### src/rtl/axil_pkg.sv
// Shared AXI-lite response codes and register-bank address decode.
package axil_pkg;

  localparam logic [1:0] RESP_OKAY   = 2'b00;
  localparam logic [1:0] RESP_SLVERR = 2'b10;

  typedef struct packed {
    logic       hit_rw;
    logic       hit_status;
    logic [7:0] idx;
  } dec_t;

  // Word index relative to base; addresses below base never hit.
  function automatic dec_t decode(input logic [63:0] addr, input logic [63:0] base,
                                  input int unsigned num_regs);
    dec_t        d;
    logic [63:0] word;
    d    = '0;
    word = (addr - base) >> 2;
    if (addr >= base) begin
      d.hit_rw     = word < 64'(num_regs);
      d.hit_status = word == 64'(num_regs);
      d.idx        = 8'(word);
    end
    return d;
  endfunction

endpackage

### src/rtl/axil_reg_bank_if.sv
// AXI-lite bus bundle between an AXI-lite master and the register bank.
interface axil_reg_bank_if #(
  parameter int DATA_WIDTH = 32,
  parameter int ADDR_WIDTH = 32
);
  localparam int STRB_WIDTH = DATA_WIDTH / 8;

  logic [ADDR_WIDTH-1:0] awaddr;
  logic [2:0]            awprot;
  logic                  awvalid;
  logic                  awready;
  logic [DATA_WIDTH-1:0] wdata;
  logic [STRB_WIDTH-1:0] wstrb;
  logic                  wvalid;
  logic                  wready;
  logic [1:0]            bresp;
  logic                  bvalid;
  logic                  bready;
  logic [ADDR_WIDTH-1:0] araddr;
  logic [2:0]            arprot;
  logic                  arvalid;
  logic                  arready;
  logic [DATA_WIDTH-1:0] rdata;
  logic [1:0]            rresp;
  logic                  rvalid;
  logic                  rready;

  modport master (
    output awaddr, awprot, awvalid, wdata, wstrb, wvalid, bready,
           araddr, arprot, arvalid, rready,
    input  awready, wready, bresp, bvalid, arready, rdata, rresp, rvalid
  );

  modport slave (
    input  awaddr, awprot, awvalid, wdata, wstrb, wvalid, bready,
           araddr, arprot, arvalid, rready,
    output awready, wready, bresp, bvalid, arready, rdata, rresp, rvalid
  );

endinterface

### src/rtl/axil_reg_bank.sv
// AXI-lite register bank: NUM_REGS RW words plus a read-only status word, flat reg_out.
// Write commits the cycle after both AW and W are held and B is free; read latency 1, held until rready.
module axil_reg_bank
  import axil_pkg::*;
#(
  parameter int                    DATA_WIDTH = 32,
  parameter int                    ADDR_WIDTH = 32,
  parameter int                    STRB_WIDTH = DATA_WIDTH / 8,
  parameter int                    NUM_REGS   = 16,
  parameter logic [ADDR_WIDTH-1:0] BASE_ADDR  = '0,
  parameter logic [DATA_WIDTH-1:0] RESET_VAL  = '0
) (
  input  logic                           clk,
  input  logic                           rst,
  axil_reg_bank_if.slave                 s_axil,
  input  logic [DATA_WIDTH-1:0]          status_in,
  output logic [NUM_REGS*DATA_WIDTH-1:0] reg_out
);

  logic                           aw_held_q, aw_held_d;
  logic [ADDR_WIDTH-1:0]          awaddr_q, awaddr_d;
  logic                           w_held_q, w_held_d;
  logic [DATA_WIDTH-1:0]          wdata_q, wdata_d;
  logic [STRB_WIDTH-1:0]          wstrb_q, wstrb_d;
  logic                           bvalid_q, bvalid_d;
  logic [1:0]                     bresp_q, bresp_d;
  logic                           rvalid_q, rvalid_d;
  logic [DATA_WIDTH-1:0]          rdata_q, rdata_d;
  logic [1:0]                     rresp_q, rresp_d;
  logic [NUM_REGS*DATA_WIDTH-1:0] regs_q, regs_d;

  logic commit;
  dec_t wr_dec, rd_dec;
  logic unused_prot;

  assign unused_prot = ^{s_axil.awprot, s_axil.arprot};
  assign commit      = aw_held_q && w_held_q && !bvalid_q;
  assign wr_dec      = decode(64'(awaddr_q), 64'(BASE_ADDR), NUM_REGS);
  assign rd_dec      = decode(64'(s_axil.araddr), 64'(BASE_ADDR), NUM_REGS);

  always_comb begin
    aw_held_d = aw_held_q;
    awaddr_d  = awaddr_q;
    w_held_d  = w_held_q;
    wdata_d   = wdata_q;
    wstrb_d   = wstrb_q;
    bvalid_d  = bvalid_q;
    bresp_d   = bresp_q;
    rvalid_d  = rvalid_q;
    rdata_d   = rdata_q;
    rresp_d   = rresp_q;
    regs_d    = regs_q;

    if (s_axil.awvalid && !aw_held_q) begin
      aw_held_d = 1'b1;
      awaddr_d  = s_axil.awaddr;
    end
    if (s_axil.wvalid && !w_held_q) begin
      w_held_d = 1'b1;
      wdata_d  = s_axil.wdata;
      wstrb_d  = s_axil.wstrb;
    end
    if (bvalid_q && s_axil.bready) bvalid_d = 1'b0;

    // Holding flags are both set here, so no new AW/W can be accepted on this edge.
    if (commit) begin
      aw_held_d = 1'b0;
      w_held_d  = 1'b0;
      bvalid_d  = 1'b1;
      bresp_d   = wr_dec.hit_rw ? RESP_OKAY : RESP_SLVERR;
      if (wr_dec.hit_rw) begin
        for (int b = 0; b < STRB_WIDTH; b++) begin
          if (wstrb_q[b]) regs_d[int'(wr_dec.idx)*DATA_WIDTH + 8*b +: 8] = wdata_q[8*b +: 8];
        end
      end
    end

    if (rvalid_q && s_axil.rready) rvalid_d = 1'b0;
    // Reads sample regs_q, so a commit on the same edge is not yet visible.
    if (s_axil.arvalid && !rvalid_q) begin
      rvalid_d = 1'b1;
      if (rd_dec.hit_rw) begin
        rdata_d = regs_q[int'(rd_dec.idx)*DATA_WIDTH +: DATA_WIDTH];
        rresp_d = RESP_OKAY;
      end else if (rd_dec.hit_status) begin
        rdata_d = status_in;
        rresp_d = RESP_OKAY;
      end else begin
        rdata_d = '0;
        rresp_d = RESP_SLVERR;
      end
    end
  end

  always_ff @(posedge clk or negedge rst) begin
    if (!rst) begin
      aw_held_q <= 1'b0;
      awaddr_q  <= '0;
      w_held_q  <= 1'b0;
      wdata_q   <= '0;
      wstrb_q   <= '0;
      bvalid_q  <= 1'b0;
      bresp_q   <= RESP_OKAY;
      rvalid_q  <= 1'b0;
      rdata_q   <= '0;
      rresp_q   <= RESP_OKAY;
      regs_q    <= {NUM_REGS{RESET_VAL}};
    end else begin
      aw_held_q <= aw_held_d;
      awaddr_q  <= awaddr_d;
      w_held_q  <= w_held_d;
      wdata_q   <= wdata_d;
      wstrb_q   <= wstrb_d;
      bvalid_q  <= bvalid_d;
      bresp_q   <= bresp_d;
      rvalid_q  <= rvalid_d;
      rdata_q   <= rdata_d;
      rresp_q   <= rresp_d;
      regs_q    <= regs_d;
    end
  end

  assign s_axil.awready = !aw_held_q;
  assign s_axil.wready  = !w_held_q;
  assign s_axil.bvalid  = bvalid_q;
  assign s_axil.bresp   = bresp_q;
  assign s_axil.arready = !rvalid_q;
  assign s_axil.rvalid  = rvalid_q;
  assign s_axil.rdata   = rdata_q;
  assign s_axil.rresp   = rresp_q;
  assign reg_out        = regs_q;

endmodule

### src/flat_wrapper.sv
// flat-port wrapper written by rule: the top's interface ports become plain ports
module axil_reg_bank_flat import axil_pkg::*;
#(
  parameter int                    DATA_WIDTH = 32,
  parameter int                    ADDR_WIDTH = 32,
  parameter int                    STRB_WIDTH = DATA_WIDTH / 8,
  parameter int                    NUM_REGS   = 16,
  parameter logic [ADDR_WIDTH-1:0] BASE_ADDR  = '0,
  parameter logic [DATA_WIDTH-1:0] RESET_VAL  = '0
)
  (clk, rst, status_in, reg_out, s_axil_awaddr, s_axil_awprot, s_axil_awvalid, s_axil_wdata, s_axil_wstrb, s_axil_wvalid, s_axil_bready, s_axil_araddr, s_axil_arprot, s_axil_arvalid, s_axil_rready, s_axil_awready, s_axil_wready, s_axil_bresp, s_axil_bvalid, s_axil_arready, s_axil_rdata, s_axil_rresp, s_axil_rvalid);
  axil_reg_bank_if #(.DATA_WIDTH(DATA_WIDTH), .ADDR_WIDTH(ADDR_WIDTH)) s_axil_i ();
  input  logic clk;
  input  logic rst;
  input  logic [DATA_WIDTH-1:0] status_in;
  output logic [NUM_REGS*DATA_WIDTH-1:0] reg_out;
  input wire logic [$bits(s_axil_i.awaddr)-1:0] s_axil_awaddr;
  input wire logic [$bits(s_axil_i.awprot)-1:0] s_axil_awprot;
  input wire logic [$bits(s_axil_i.awvalid)-1:0] s_axil_awvalid;
  input wire logic [$bits(s_axil_i.wdata)-1:0] s_axil_wdata;
  input wire logic [$bits(s_axil_i.wstrb)-1:0] s_axil_wstrb;
  input wire logic [$bits(s_axil_i.wvalid)-1:0] s_axil_wvalid;
  input wire logic [$bits(s_axil_i.bready)-1:0] s_axil_bready;
  input wire logic [$bits(s_axil_i.araddr)-1:0] s_axil_araddr;
  input wire logic [$bits(s_axil_i.arprot)-1:0] s_axil_arprot;
  input wire logic [$bits(s_axil_i.arvalid)-1:0] s_axil_arvalid;
  input wire logic [$bits(s_axil_i.rready)-1:0] s_axil_rready;
  output wire logic [$bits(s_axil_i.awready)-1:0] s_axil_awready;
  output wire logic [$bits(s_axil_i.wready)-1:0] s_axil_wready;
  output wire logic [$bits(s_axil_i.bresp)-1:0] s_axil_bresp;
  output wire logic [$bits(s_axil_i.bvalid)-1:0] s_axil_bvalid;
  output wire logic [$bits(s_axil_i.arready)-1:0] s_axil_arready;
  output wire logic [$bits(s_axil_i.rdata)-1:0] s_axil_rdata;
  output wire logic [$bits(s_axil_i.rresp)-1:0] s_axil_rresp;
  output wire logic [$bits(s_axil_i.rvalid)-1:0] s_axil_rvalid;
  assign s_axil_i.awaddr = s_axil_awaddr;
  assign s_axil_i.awprot = s_axil_awprot;
  assign s_axil_i.awvalid = s_axil_awvalid;
  assign s_axil_i.wdata = s_axil_wdata;
  assign s_axil_i.wstrb = s_axil_wstrb;
  assign s_axil_i.wvalid = s_axil_wvalid;
  assign s_axil_i.bready = s_axil_bready;
  assign s_axil_i.araddr = s_axil_araddr;
  assign s_axil_i.arprot = s_axil_arprot;
  assign s_axil_i.arvalid = s_axil_arvalid;
  assign s_axil_i.rready = s_axil_rready;
  assign s_axil_awready = s_axil_i.awready;
  assign s_axil_wready = s_axil_i.wready;
  assign s_axil_bresp = s_axil_i.bresp;
  assign s_axil_bvalid = s_axil_i.bvalid;
  assign s_axil_arready = s_axil_i.arready;
  assign s_axil_rdata = s_axil_i.rdata;
  assign s_axil_rresp = s_axil_i.rresp;
  assign s_axil_rvalid = s_axil_i.rvalid;
  axil_reg_bank #(.DATA_WIDTH(DATA_WIDTH), .ADDR_WIDTH(ADDR_WIDTH), .STRB_WIDTH(STRB_WIDTH), .NUM_REGS(NUM_REGS), .BASE_ADDR(BASE_ADDR), .RESET_VAL(RESET_VAL)) u_core (.clk(clk), .rst(rst), .s_axil(s_axil_i), .status_in(status_in), .reg_out(reg_out));
endmodule
### config.mk
export PLATFORM = sky130hd
export DESIGN_NAME = axil_reg_bank_flat
export DESIGN_NICKNAME = d
export VERILOG_FILES = /design/src/rtl/axil_pkg.sv /design/src/rtl/axil_reg_bank_if.sv /design/src/rtl/axil_reg_bank.sv /design/src/flat_wrapper.sv
export SDC_FILE = /design/constraint.sdc
export NUM_CORES = 1
export LEC_CHECK = 0
export CAP_MARGIN = 15
export CORE_AREA = 2 2 268 270
export CTS_BUF_LIST = sky130_fd_sc_hd__clkbuf_8
export CTS_CLUSTER_DIAMETER = 40
export DETAILED_ROUTE_END_ITERATION = 8
export DIE_AREA = 0 0 270 272
export PLACE_DENSITY = 0.68
export SETUP_SLACK_MARGIN = 0.15
export SYNTH_ARGS = -nofsm -noshare
export SYNTH_HDL_FRONTEND = slang
export SYNTH_SLANG_ARGS = --single-unit
### constraint.sdc
create_clock -name clk -period 3.6 [get_ports clk]
set_input_delay 0.36 -clock clk [delete_from_list [all_inputs] [get_ports clk]]
set_output_delay 0.36 -clock clk [all_outputs]
set_load 0.01 [all_outputs]
-- Word level (Yosys, flattened, before mapping)
Index checks and enable logic that the tools add are counted.
W data, S select, Z words.
- word-level logic and storage cells: 73
- bits of input ports: 145
- output and inout bits: 553
- register bits: 620
- equality and inequality tests: 1
- $lt $le $gt $ge: 2
- add/subtract/negate cells: 7
- reductions and logical operators: 16
- shift-type cells: 9
- muxes and demuxes: 27
- operators with widths (kind ; number):
    $mux W512 ; 10
    $bwmux W512 ; 4
    $shift A8 B33 Y512 const A ; 4
    $shiftx A8 B33 Y512 ; 4
    $shiftx A512 B14 Y32 ; 1
    $neg A32 Y33 ; 3
    $mux W32 ; 2
    $lt A30 B5 Y1 const B ; 2
    $neg A13 Y33 ; 1
    $eq A30 B5 Y1 const B ; 1
    $add A13 B5 Y14 const B ; 2
    $add A13 B4 Y14 const B ; 1
    $mux W1 ; 8
    $reduce_bool A2 Y1 ; 4
    $logic_and A1 B1 Y1 ; 7
    $mux W2 ; 3
    $logic_not A1 Y1 ; 4
    $reduce_and A2 Y1 ; 1

-- Logic depth before layout (Yosys ltp)
- word-level depth: 16
- depth in mapped cells: 13
- gate-level depth less buffers: 11

-- Least setup slack after synthesis
Ideal clock, no wire load.
- path kind: flip-flop to flip-flop
- start: register u_core.awaddr_q[7]
- end: register u_core.regs_q[128] (netlist: u_core.reg_out[128])
- buffers on the path: 2
- data required time: 3472 ps
- stages on the path, launching flop included: 14
- arrival: 2958 ps
- slack: 515 ps
- period minus slack after synthesis: 3085 ps
- setup time: 128 ps
- cells stage by stage: dfrtp_1 clkbuf_1 inv_1 ha_1 inv_1 nor3_1 ha_1 nand2b_1 or4_4 o21ai_2 and4_1 buf_4 nand3_4 mux2_1
- longest elaborated chain between the ends: 16
- elaborated cells on any way between the ends: 31
- classes of those cells: add/sub (7); order compare (1); shift (8); mux (14); reduce/logical (1)
- RTL lines (what ; line ; RTL):
    start, declared ; axil_reg_bank.sv:21 ; logic [ADDR_WIDTH-1:0] awaddr_q, awaddr_d;
    start signal, assigned ; axil_reg_bank.sv:110 ; awaddr_q <= awaddr_d;
    branches (longest 16 deep; another with $neg A32 Y33) ; -- ;
    end signal, assigned ; axil_reg_bank.sv:107 ; regs_q <= {NUM_REGS{RESET_VAL}};
    end signal, assigned ; axil_reg_bank.sv:119 ; regs_q <= regs_d;
    end, declared ; axil_reg_bank.sv:30 ; logic [NUM_REGS*DATA_WIDTH-1:0] regs_q, regs_d;
Parallel ways; which one is timed is not known. The select of a mux whose other input is x is not followed.
A chain may end at the register's enable or synchronous reset.

-- Worst setup path after layout
- start: register u_core.awaddr_q[4]
- end: register u_core.regs_q[37] (netlist: u_core.reg_out[37])
Same word-level chain as after synthesis.

==> reports/results.ini <==
[synthesis]
synthFlopType = dfrtp_1
synth-seq-area-share_pct = 53.0
ys_types = 52
synth_edf_count = 0
avgSynthCellArea_um2 = 11.5
synth.largest_area_cell = dfrtp_1
synth_area_leaders = dfrtp_1 (53%), mux4_2 (10%), mux2_2 (7.2%), nand2_1 (6.9%), o31ai_1 (6.2%)
ys_async_sr_fraction_pct = 100
syn_inst = 2526
syn-cell-area_um2 = 29100
yosysWarnings = 0
synthDominantCellAreaShare_pct = 53.0
ys_ff_latch = 616

[layout]
register_area_um2 = 15400
syn2layout_area_growth_pct = 37.0
fill_cells = 5864
nets = 3374
drive_gt1_share_pct = 19.6
fin_util_pct = 56.3
multiInputGateArea_um2 = 12900

[sta]
max_clock_freq_ghz = 0.303
fin_skew_ps = 49.6
worst_pin_slew_ps = 1020
maxSlewHeadroom_pct = 31.8
setup_violations = 0
totalNegativeSetupSlack_ps = 0
hold_viol_final = 0
grt_setup_unrepaired = no
period_share_pct = 91.5
finalMaxSlewViolations = 0
period_minus_slack_ps = 3300

[run]
maxCapViolCount = 0

[routing]
wl_per_cell_um = 28.2
ant_nets = 0
remaining_drc_errors = 0
dr.pass1.iters = 6
drt_wl_total_um = 120000
via_per_inst = 6.04
via_count = 25800
drtIter0Drc = 2667

[floorplanning]
io_pins = 698
dieArea_um2 = 73400
rows = 98
core_area_um2 = 70800
die_x_um = 270
start_util_pct = 41.1
die_h_um = 272

[setup_path]
worstSetupPathType = reg -> reg
start_kind = register
critPathMaxFanout = 8
worstPathRequired_ps = 4210
critical_path.endpoint_type = register
arrival_ps = 3910

[power]
p_leak_nw = 16.7
powerDensity_nw_per_um2 = 506
ir_worst_vdd_uv = 584

[global_routing]
grt_pass1_wl_um = 175000
grt.met3_usage_pct = 8.15
grt_overflow = 0
grt_pass1_vias = 25500
grt_util_met2_pct = 48.9
antenna_found_initial = 16
use_met1_pct = 43.5
grt_max_degree = 90
track_usage_pct = 32.2
busiest_layer = met2

[cts]
tritoncts = yes
clk_latency_ps = 720
cts_max_level = 3
clk_path_buf_depth = 3
cts_buffers = 110
clk_pin_slew_ps = 60
cts.sinks = 616
cts_root_buf = clkbuf_8

[placed_design]
gp_congestion = 0.929
hpwl_um = 89400
io_buffer_count = 685

[outcome]
status = finished, final reports clean

[hold_path]
min_path_type = in -> reg

[cell usage after synthesis, drive strengths merged, types with 2 or more instances]
cell / n
nor2: 24
and3: 69
xor2: 2
mux4: 129
ha: 3
nand2b: 3
a221o: 31
inv: 19
mux2: 189
nor4: 14
and4: 4
nand2: 532
mux2i: 35
dfrtp: 616
nand4: 57
o21ai: 153
a211oi: 62
nor3: 25
buf: 53
and2: 2
or2: 3
or3: 2
o21a: 3
or4: 10
nor2b: 37
clkbuf: 149
o31ai: 242
nand3: 45
[area by class of cell]
class	instances	share of cell area (%)
antenna	6	0.0377
tap	950	2.98
inverter	19	0.179
timing repair buffer	789	19.5
clock inverter	66	1.63
clock buffer	132	4.56
multi-input combinational	1690	32.4
sequential	616	38.7
[flip-flops by register name, summed over array words and instances (netlist names), 4 cells and up]
name	count
u_core.reg_out	512
u_core.awaddr_q	30
u_core.s_axil.rdata	32
u_core.wstrb_q	4
u_core.wdata_q	32
[cell families (layout without fill, tap and decap cells)]
logic type | count (synthesis) | in the layout | share of synthesized area, %
fa+ha+maj | 3 | 3 | 0.129
xor+xnor | 3 | 3 | 0.0904
simple gates | 831 | 831 | 13.0
mux | 353 | 353 | 18.5
compound gates | 498 | 498 | 12.1
other cells | 1 | 8 | 0.0129
flops | 616 | 616 | 53.0
buf+inv | 221 | 1006 | 3.05
[worst max-delay path: stages, from the launching register on]
cell and delay, ps:
dfrtp_1 370, or4_1 590, nor3_1 190, ha_1 270
nand2b_1 150, or4_4 430, o21ai_2 120, and4_2 420
nand4_1 380, o21ai_0 320
[final timing paths]
path                                                         start                            endpoint  slack, ps  cells after the start
min in group asynchronous                                      rst     u_core.reg_out[356]$_DFFE_PN0P_        250                      2
max in group asynchronous                                      rst      u_core.wdata_q[12]$_DFFE_PN0P_       2300                      3
worst min-delay path                                 s_axil_rready    u_core.s_axil.rvalid$_DFFE_PN0P_        210                      2
worst max-delay path                u_core.awaddr_q[4]$_DFFE_PN0P_      u_core.reg_out[37]$_DFFE_PN0P_        300                      9
worst max register to register      u_core.awaddr_q[4]$_DFFE_PN0P_      u_core.reg_out[37]$_DFFE_PN0P_        300                      9
worst min register to register  u_core.s_axil.rresp[1]$_DFFE_PN0P_  u_core.s_axil.rresp[1]$_DFFE_PN0P_        490                      2
[layout by cell type, fill, tap and decap left out, drive strengths merged, types with 3 or more instances in the layout]
master and n:
clkdlybuf4s50 680, mux2 189, a211oi 62, nor2b 37
mux4 129, nand4 57, mux2i 35, bufinv 12
nand3 45, o21ai 153, dfrtp 616, o21a 3
a221o 31, nor4 14, nand2 532, clkinvlp 4
nand2b 3, and3 69, and4 4, ha 3
inv 56, buf 107, clkbuf 133, o31ai 242
nor2 24, clkinv 13, or4 10, or2 3
nor3 25, diode 6
[through the flow]
| step | power [mW] | hold WS (ps) | instances | instance area [um^2] | worst slack [ps] |
|---|---|---|---|---|---|
| CTS | 20.1 | 155 | 4256 | 39800 | 203 |
| floorplan | 10.6 | 64.4 | 2527 | 29100 | 515 |
| detailed placement | 12.8 | 417 | 4057 | 37300 | 207 |
| global placement | 12.7 | 413 | 4057 | 37300 | 265 |
| finish | 20.2 | 207 | 4268 | 39800 | 304 |
| global route | 21.0 | 165 | 4267 | 39800 | 134 |
[power breakdown]
part | total [mW] | switching (mW) | internal [mW]
combinational | 4.91 | 3.57 | 1.35
sequential | 7.95 | 0.622 | 7.33
clock | 7.30 | 3.09 | 4.21
total | 20.2 | 7.28 | 12.9
[metal layers]
| metal | vias to the layer above | wire length, um |
|---|---|---|
| li1 | 10800 | - |
| met3 | 295 | 11900 |
| met4 | 18 | 5720 |
| met2 | 1591 | 54600 |
| met1 | 13100 | 48000 |
| met5 | - | 133 |
[timing repair]
action,in CTS,in global routing
gates resized for setup,0,8
hold buffers,1,0
setup buffers,0,6
setup endpoints to repair,0,73
hold endpoints to repair,68,0
Power figures use the tool's default switching activity.
